### src/rtl/lsu_wb_stage_pkg.sv
// Shared types and constants for the load/store + writeback stage.
package lsu_wb_stage_pkg;

  localparam int unsigned DEF_REGS_DIG = 4;
  localparam int unsigned DEF_XLEN     = 32;

  typedef enum logic [1:0] {
    StIdle,
    StReq,
    StWait,
    StWb
  } lsu_state_e;

  localparam logic [1:0] SZ_B = 2'd0;
  localparam logic [1:0] SZ_H = 2'd1;
  localparam logic [1:0] SZ_W = 2'd2;

  localparam logic [1:0] EXC_NONE     = 2'd0;
  localparam logic [1:0] EXC_MISALIGN = 2'd1;
  localparam logic [1:0] EXC_BUS      = 2'd2;

  // Size code 3 is reserved and always faults when used for a memory access.
  function automatic logic is_misaligned(input logic [1:0] size, input logic [1:0] addr_lo);
    logic mis;
    case (size)
      SZ_B:    mis = 1'b0;
      SZ_H:    mis = addr_lo[0];
      SZ_W:    mis = (addr_lo != 2'b00);
      default: mis = 1'b1;
    endcase
    return mis;
  endfunction

endpackage

### src/rtl/lsu_align.sv
// Store lane/strobe generation and load extract/extend for a 32-bit word port.
module lsu_align
  import lsu_wb_stage_pkg::*;
#(
  parameter int unsigned XLEN = DEF_XLEN
) (
  input  logic [1:0]      addr_lo,
  input  logic [1:0]      size,
  input  logic            is_unsigned,
  input  logic [XLEN-1:0] store_data,
  input  logic [XLEN-1:0] rdata,
  output logic [XLEN-1:0] wdata,
  output logic [3:0]      wstrb,
  output logic [XLEN-1:0] load_data
);

  logic [XLEN-1:0] shifted;

  always_comb begin
    wdata = store_data;
    wstrb = 4'hF;
    case (size)
      SZ_B: begin
        wdata = {4{store_data[7:0]}};
        wstrb = 4'b0001 << addr_lo;
      end
      SZ_H: begin
        wdata = {2{store_data[15:0]}};
        wstrb = 4'b0011 << addr_lo;
      end
      default: ;
    endcase
  end

  always_comb begin
    shifted   = rdata >> {addr_lo, 3'b000};
    load_data = rdata;
    case (size)
      SZ_B: load_data = {{(XLEN-8){~is_unsigned & shifted[7]}}, shifted[7:0]};
      SZ_H: load_data = {{(XLEN-16){~is_unsigned & shifted[15]}}, shifted[15:0]};
      default: ;
    endcase
  end

endmodule

### src/rtl/lsu_wb_stage.sv
// Memory-access and writeback stage: one instruction at a time, optional
// load/store over a req/resp port, then a single-cycle register-file write.
module lsu_wb_stage
  import lsu_wb_stage_pkg::*;
#(
  parameter int unsigned REGS_DIG = DEF_REGS_DIG,
  parameter int unsigned XLEN     = DEF_XLEN
) (
  input  logic                clk,
  input  logic                rst,
  input  logic                exu_valid,
  output logic                exu_ready,
  input  logic [XLEN-1:0]     exu_alu_result,
  input  logic [XLEN-1:0]     exu_store_data,
  input  logic [REGS_DIG-1:0] exu_rd,
  input  logic                exu_reg_write,
  input  logic                exu_mem_ren,
  input  logic                exu_mem_wen,
  input  logic [1:0]          exu_mem_size,
  input  logic                exu_mem_unsigned,
  output logic                mem_req_valid,
  input  logic                mem_req_ready,
  output logic [XLEN-1:0]     mem_addr,
  output logic                mem_we,
  output logic [XLEN-1:0]     mem_wdata,
  output logic [3:0]          mem_wstrb,
  input  logic                mem_resp_valid,
  input  logic [XLEN-1:0]     mem_resp_rdata,
  input  logic                mem_resp_err,
  output logic [REGS_DIG-1:0] wb_rd,
  output logic                wb_reg_write,
  output logic [XLEN-1:0]     wb_result,
  output logic                wb_retire,
  output logic [1:0]          wb_exc
);

  lsu_state_e state_q, state_d;

  logic [XLEN-1:0]     addr_q, sdata_q, load_q;
  logic [REGS_DIG-1:0] rd_q;
  logic                reg_write_q, ren_q, wen_q, unsigned_q;
  logic [1:0]          size_q, exc_q;

  logic            mem_access, misalign, accept, resp_take;
  logic [XLEN-1:0] align_wdata, align_load;
  logic [3:0]      align_wstrb;

  assign mem_access = exu_mem_ren | exu_mem_wen;
  assign misalign   = mem_access & is_misaligned(exu_mem_size, exu_alu_result[1:0]);
  assign accept     = (state_q == StIdle) & exu_valid;
  assign resp_take  = (state_q == StWait) & mem_resp_valid;

  lsu_align #(
    .XLEN(XLEN)
  ) u_align (
    .addr_lo     (addr_q[1:0]),
    .size        (size_q),
    .is_unsigned (unsigned_q),
    .store_data  (sdata_q),
    .rdata       (mem_resp_rdata),
    .wdata       (align_wdata),
    .wstrb       (align_wstrb),
    .load_data   (align_load)
  );

  always_ff @(posedge clk or posedge rst) begin
    if (rst) begin
      state_q     <= StIdle;
      addr_q      <= '0;
      sdata_q     <= '0;
      load_q      <= '0;
      rd_q        <= '0;
      reg_write_q <= 1'b0;
      ren_q       <= 1'b0;
      wen_q       <= 1'b0;
      unsigned_q  <= 1'b0;
      size_q      <= 2'b00;
      exc_q       <= EXC_NONE;
    end else begin
      state_q <= state_d;
      if (accept) begin
        addr_q      <= exu_alu_result;
        sdata_q     <= exu_store_data;
        load_q      <= '0;
        rd_q        <= exu_rd;
        reg_write_q <= exu_reg_write;
        ren_q       <= exu_mem_ren;
        wen_q       <= exu_mem_wen;
        unsigned_q  <= exu_mem_unsigned;
        size_q      <= exu_mem_size;
        exc_q       <= misalign ? EXC_MISALIGN : EXC_NONE;
      end
      // Faulted loads keep the cleared load value rather than bus garbage.
      if (resp_take) begin
        if (mem_resp_err) begin
          exc_q <= EXC_BUS;
        end else begin
          load_q <= align_load;
        end
      end
    end
  end

  always_comb begin
    state_d       = state_q;
    exu_ready     = 1'b0;
    mem_req_valid = 1'b0;
    mem_addr      = '0;
    mem_we        = 1'b0;
    mem_wdata     = '0;
    mem_wstrb     = 4'h0;
    wb_rd         = '0;
    wb_reg_write  = 1'b0;
    wb_result     = '0;
    wb_retire     = 1'b0;
    wb_exc        = EXC_NONE;
    unique case (state_q)
      StIdle: begin
        exu_ready = 1'b1;
        if (exu_valid) begin
          state_d = (mem_access && !misalign) ? StReq : StWb;
        end
      end
      StReq: begin
        mem_req_valid = 1'b1;
        mem_addr      = {addr_q[XLEN-1:2], 2'b00};
        mem_we        = wen_q;
        mem_wdata     = align_wdata;
        mem_wstrb     = align_wstrb;
        if (mem_req_ready) begin
          state_d = StWait;
        end
      end
      StWait: begin
        if (mem_resp_valid) begin
          state_d = StWb;
        end
      end
      StWb: begin
        wb_retire    = 1'b1;
        wb_rd        = rd_q;
        wb_result    = ren_q ? load_q : addr_q;
        wb_exc       = exc_q;
        wb_reg_write = reg_write_q & ~wen_q & (exc_q == EXC_NONE) & (rd_q != '0);
        state_d      = StIdle;
      end
    endcase
  end

endmodule
### config.mk
export PLATFORM = sky130hd
export DESIGN_NAME = lsu_wb_stage
export DESIGN_NICKNAME = d
export VERILOG_FILES = /design/src/rtl/lsu_wb_stage_pkg.sv /design/src/rtl/lsu_align.sv /design/src/rtl/lsu_wb_stage.sv
export SDC_FILE = /design/constraint.sdc
export NUM_CORES = 1
export LEC_CHECK = 0
export ABC_AREA = 1
export BUFFER_PORTS_ARGS = -buffer_cell sky130_fd_sc_hd__buf_2
export CAP_MARGIN = 10
export CELL_PAD_IN_SITES_DETAIL_PLACEMENT = 1
export CELL_PAD_IN_SITES_GLOBAL_PLACEMENT = 1
export CORE_MARGIN = 3
export CORE_UTILIZATION = 34
export DETAILED_ROUTE_END_ITERATION = 10
export PLACE_DENSITY_LB_ADDON = 0.3
export RECOVER_POWER = 50
export SKIP_CTS_REPAIR_TIMING = 1
export SLEW_MARGIN = 40
export SYNTH_ARGS = -nofsm -noshare
export SYNTH_HDL_FRONTEND = slang
export SYNTH_SLANG_ARGS = --single-unit
### constraint.sdc
create_clock -name clk -period 4 [get_ports clk]
set_clock_uncertainty 0.15 [all_clocks]
set_input_delay 0.4 -clock clk [delete_from_list [all_inputs] [get_ports clk]]
set_output_delay 0.4 -clock clk [all_outputs]
set_load 0.05 [all_outputs]
==> results of run 1 <==
==> flip-flops by register name (all words and copies together), names as in the netlist, 2 cells and up <==
name and count:
addr_q 32, load_q 32, sdata_q 32, rd_q 4
exc_q 2, size_q 2, state_q 2
==> metal layers <==
layer	up-vias	wire length, µm	GRT usage [%]
li1	3269	-	-
met2	179	11000	38.3
met4	4	541	6.77
met1	3264	10200	29.4
met5	-	14	0
met3	33	1150	3.94
==> through the flow <==
step           instance area [µm²]  util, %  total power [W]
6_report                      7740     44.0          0.00693
5_1_grt                       7740     44.0          0.00747
4_1_cts                       7770     44.2          0.00700
3_5_place_dp                  7480     42.5          0.00608
3_3_place_gp                  7480     42.5          0.00600
2_1_floorplan                 6240        -          0.00499
==> worst paths after layout <==
path / startpoint / to / cells past startpoint
min in group asynchronous: rst / addr_q[22]$_DFFE_PP0P_ / 3
max in group asynchronous: rst / size_q[0]$_DFFE_PP0P_ / 3
min: exu_alu_result[11] / addr_q[11]$_DFFE_PP0P_ / 3
max reg2reg: state_q[0]$_DFFE_PP0P_ / addr_q[0]$_DFFE_PP0P_ / 5
min reg2reg: sdata_q[20]$_DFFE_PP0P_ / sdata_q[20]$_DFFE_PP0P_ / 2
max: state_q[1]$_DFFE_PP0P_ / mem_wdata[15] / 5
==> worst max-delay path: stages (launching register included) <==
cell and delay, ps:
dfrtp_1 410, inv_1 130, ha_1 740, inv_1 370, a211oi_1 330, buf_2 310
==> where the power goes <==
part	leakage [nW]	internal [W]	switching, W
logic	3.28	0.000980	0.00302
clock network	0.139	0.000460	0.000429
registers	1.40	0.00162	0.000420
==> cells by family after synthesis <==
family,count (synthesis),synth area share [%]
simple gates,562,35.8
flops,110,44.1
fa+ha+maj,5,1.00
buf+inv,141,9.03
compound gates,118,9.99
other cells,1,0.0601
==> cells in the mapped netlist <==
cell type,n
clkinv_1,2
buf_6,2
clkbuf_1,42
o211ai_1,7
inv_1,77
nand3_1,65
a21oi_1,18
nand4_1,1
or2_2,1
a211oi_1,1
nor2_1,108
buf_1,6
o22ai_1,10
o21ai_0,82
conb_1,1
nor4_1,1
ha_1,5
nor3_1,1
nor2_2,2
nand3_4,1
nand2_2,1
dfrtp_1,110
buf_2,6
nand2_1,379
nand3_2,2
inv_2,3
buf_4,3
==> area by class of cell <==
class	instances	area [µm²]	share of cell area (%)
clock inverters	4	30.0	0.388
repair buffers	231	1180	15.2
well taps	225	282	3.63
diodes	1	2.50	0.0323
inverters	82	309	3.99
clock buffers	12	256	3.31
multi-input cells	687	2940	37.9
flip-flops and latches	110	2750	35.5
==> placed cells by master, fill, tap and decap left out, types with 3 or more instances in the layout <==
cell type and count:
clkbuf_1 3, buf_4 9, ha_1 4, nor2_1 108, inv_2 3, nand2_1 378
clkbuf_16 9, dfrtp_1 110, nand3_1 65, o21ai_0 82, a21oi_1 18, buf_2 218
o22ai_1 10, inv_1 77, o211ai_1 7
==> run_results.csv, run 1 <==
group,metric,value,unit
run_status,status,"finished, violations left",
run_status,violations,"capacitance limit, slew limit",
drt,wirelength,22.9,mm
clock_tree,cts.reportedPaths.clkPinSlew,80,ps
floorplan,start_util,35.5,%
grt,gr-total-overflow,0,
drt,vias_per_cell,4.99,
sta,finalCritPeriodShare,80.2,%
clock_tree,cts_max_level,3,
place,port_buffers,220,
critical_path,r2r_slack,1010,ps
sta,hold_ws,78.4,ps
sta,grt_setup_unrepaired,"no",
synthesis,synthTopCellsByArea,"dfrtp_1 44%, nand2_1 23%, o21ai_0 6.6%, nor2_1 6.5%, nand3_1 5.2%",
sta,final_hold_viol_count,0,
finish,final.fill_count,2366,
sta,min_period,3210,ps
finish,layout-drive-gt1-share,22.8,%
clock_tree,tritoncts,"built",
flow_run,maxCapViolCount,2,
synthesis,syn_area,0.00624,mm²
grt,track_usage,22.5,%
floorplan,die_area,0.0200,mm²
finish,fin_nets,1238,
grt,grt_pass1_wl,35.8,mm
synthesis,synth_seq_cells,110,
clock_tree,cts-root-buf,"clkbuf_16",
synthesis,yosysWarnings,0,
sta,finalWorstSetupSlack,792,ps
finish,syn_to_final_growth,24.1,%
synthesis,ys_seq_area_share,44.1,%
clock_tree,clkLatencyLatePin,350,ps
sta,max_freq,312,MHz
grt,antenna_found_initial,3,
floorplan,fp.dieW,141,µm
sta,slew_headroom,-87.9,%
critical_path,cp.arrival,2660,ps
place,pre_cts_ws,1420,ps
synthesis,syn_avg_cell_area,6.66,µm²
floorplan,io_pins,223,
clock_tree,clock_sinks,110,
synthesis,yosysTopAreaCellShare,44.1,%
place,dp_hpwl,16.2,mm
floorplan,rows,48,
place,place_congestion,0.870,
power_and_ir_drop,p_leak,4.82,nW
synthesis,netlist.top_cell.by_area,"dfrtp_1",
drt,route.vias.total,6749,
drt,drc,0,
min_path,min_path_type,"primary input to flop",
drt,routedWlPerCell,16.9,µm
drt,drt-pass1-iter-count,5,
critical_path,worstSetupStartpointType,"flop",
place,placedCellCount,1335,
drt,ant_nets,0,
critical_path,cp-end-kind,"output pin",
grt,grt_pass1_vias,6715,
critical_path,crit_required,3450,ps
sta,setup_viol,0,
synthesis,synth_cells,937,
drt,drt-initial-drc-count,273,
sta,tightestPinTransition,2820,ps
clock_tree,clk_path_buf_depth,2,
clock_tree,cts_buffers,9,
finish,layoutNonFillerInstCount,1352,
synthesis,synth.distinct_cells,27,
critical_path,worstSetupPathType,"flop to output pin",
sta,slew_viol_final,216,
floorplan,fp.dieH,141,µm
power_and_ir_drop,powerDensity,895,mW/mm²
grt,grt_max_degree,111,
power_and_ir_drop,max-vdd-ir-drop,0.415,mV
floorplan,core_area,0.0176,mm²
critical_path,critPathMaxFanout,25,
sta,setup_tns,0,ps
No activity file was read; power rests on OpenSTA's default activity.
==> inputs of run 2 (changes only) <==
==> constraint.sdc (replaced) <==
create_clock -name clk -period 3.23 [get_ports clk]
set_clock_uncertainty 0.15 [all_clocks]
set_input_delay 0.323 -clock clk [delete_from_list [all_inputs] [get_ports clk]]
set_output_delay 0.323 -clock clk [all_outputs]
set_load 0.05 [all_outputs]
==> run 2 against run 1 <==
Effect of this change: the flow finishes with violations (capacitance limit); non-clock buffer count grew 6; die area is the same; clock power grew 27%; hold slack lost 71 ps.
==> run_results.csv, run 2 (synthesized netlist as in run 1, its figures left out) <==
group,metric,value,unit
finish,reg_top3,"addr_q: 32 flops, load_q: 32 flops, sdata_q: 32 flops",
power_and_ir_drop,powerDensity,1110,mW/mm²
sta,grt_setup_unrepaired,"no",
power_and_ir_drop,pwr-share-comb,57.7,%
drt,route.vias.total,6661,
drt,ant_nets,0,
place,dp_hpwl,16.9,mm
floorplan,rows,48,
finish,syn_to_final_growth,24.4,%
run_status,violations,"capacitance limit",
clock_tree,clkLatencyLatePin,350,ps
sta,slew_viol_final,0,
finish,final.fill_count,2376,
sta,tightestPinTransition,1490,ps
grt,grt_pass1_wl,35.8,mm
power_and_ir_drop,p_leak,4.75,nW
critical_path,worstSetupStartpointType,"flop",
grt,grt_pass1_vias,6851,
sta,setup_viol,0,
clock_tree,tritoncts,"built",
critical_path,worstSetupPathType,"flop to output pin",
critical_path,critPathMaxFanout,40,
min_path,min_path_type,"primary input to flop",
grt,gr-total-overflow,0,
clock_tree,cts_buffers,9,
place,place_congestion,0.876,
grt,grt_max_degree,71,
floorplan,core_area,0.0176,mm²
drt,routedWlPerCell,16.6,µm
drt,vias_per_cell,4.90,
sta,final_hold_viol_count,0,
power_and_ir_drop,p_clk_share,13.1,%
floorplan,fp.dieW,141,µm
power_and_ir_drop,power.internal,0.00379,W
drt,drt-pass1-iter-count,4,
finish,layout-drive-gt1-share,21.1,%
floorplan,io_pins,223,
place,port_buffers,220,
sta,min_period,2840,ps
sta,max_freq,352,MHz
critical_path,crit_required,2760,ps
power_and_ir_drop,power_frac_seq,29.2,%
run_status,status,"finished, violations left",
sta,finalCritPeriodShare,88.1,%
floorplan,die_area,0.0200,mm²
grt,antenna_found_initial,7,
floorplan,fp.dieH,141,µm
sta,hold_ws,7.38,ps
critical_path,cp-end-kind,"output pin",
critical_path,cp.arrival,2370,ps
clock_tree,cts-root-buf,"clkbuf_16",
finish,layout_common_cells,"378 x nand2_1, 197 x buf_2, 110 x dfrtp_1, 108 x nor2_1, 82 x o21ai_0",
power_and_ir_drop,max-vdd-ir-drop,0.431,mV
clock_tree,clock_sinks,110,
power_and_ir_drop,p_sw_share,55.8,%
clock_tree,cts_max_level,3,
critical_path,r2r_slack,460,ps
sta,slew_headroom,0.526,%
drt,wirelength,22.6,mm
finish,layout_commonest_cell,"nand2_1",
finish,fin_nets,1244,
clock_tree,cts.reportedPaths.clkPinSlew,80,ps
drt,drc,0,
grt,track_usage,22.3,%
clock_tree,clk_path_buf_depth,2,
sta,setup_tns,0,ps
power_and_ir_drop,switchingPower,0.00479,W
flow_run,maxCapViolCount,1,
drt,drt-initial-drc-count,322,
floorplan,start_util,35.5,%
==> run 2: final timing paths <==
path                                              start                       to  cells past startpoint
worst max-delay path             state_q[0]$_DFFE_PP0P_             wb_result[5]                      5
worst min-delay path                  exu_alu_result[4]    addr_q[4]$_DFFE_PP0P_                      3
worst max register to register   state_q[0]$_DFFE_PP0P_      load_q[4]$_DFF_PP0_                      6
worst min register to register  sdata_q[16]$_DFFE_PP0P_  sdata_q[16]$_DFFE_PP0P_                      2
max in group asynchronous                           rst     load_q[19]$_DFF_PP0_                      5
min in group asynchronous                           rst  sdata_q[24]$_DFFE_PP0P_                      3
==> run 2: area by class of cell <==
class	count	area (µm²)	share of cell area, %
clock inverter	6	63.8	0.822
antenna	4	10.0	0.129
timing repair buffer	237	1180	15.3
inverter	82	309	3.98
tap	225	282	3.63
multi-input combinational	687	2940	37.8
sequential	110	2750	35.5
clock buffer	9	225	2.90
==> run 2: through the flow <==
stage	instance area [µm²]	total power (W)	setup slack, ps	instances	util, %
finish	7760	0.00858	385	1360	44.1
global route	7760	0.00926	175	1360	44.1
CTS	7800	0.00870	461	1354	44.3
detailed placement	7510	0.00755	858	1339	42.7
global placement	7510	0.00741	937	1339	42.7
floorplan	6250	0.00618	158	938	-
==> run 2: worst max-delay path: stages, from the launching register on <==
cell and delay (ps):
dfrtp_1 390, ha_1 160, clkbuf_2 590, o21ai_0 220
nor2_1 130, clkbuf_1 500
==> run 2: power by group through the flow <==
stage	clock network (W)	logic, W	registers [W]
5_1_grt	0.00122	0.00545	0.00259
2_1_floorplan	0	0.00385	0.00233
3_5_place_dp	0	0.00503	0.00252
6_report	0.00113	0.00495	0.00250
3_3_place_gp	0	0.00491	0.00250
4_1_cts	0.00116	0.00504	0.00250
==> run 2: routing by layer <==
layer	share of wire (%)	up-vias	global-route usage [%]
met5	0.10	-	0
met4	2.1	6	7.58
met3	5.8	37	4.21
met2	48	174	36.9
met1	44	3159	29.4
li1	-	3285	-
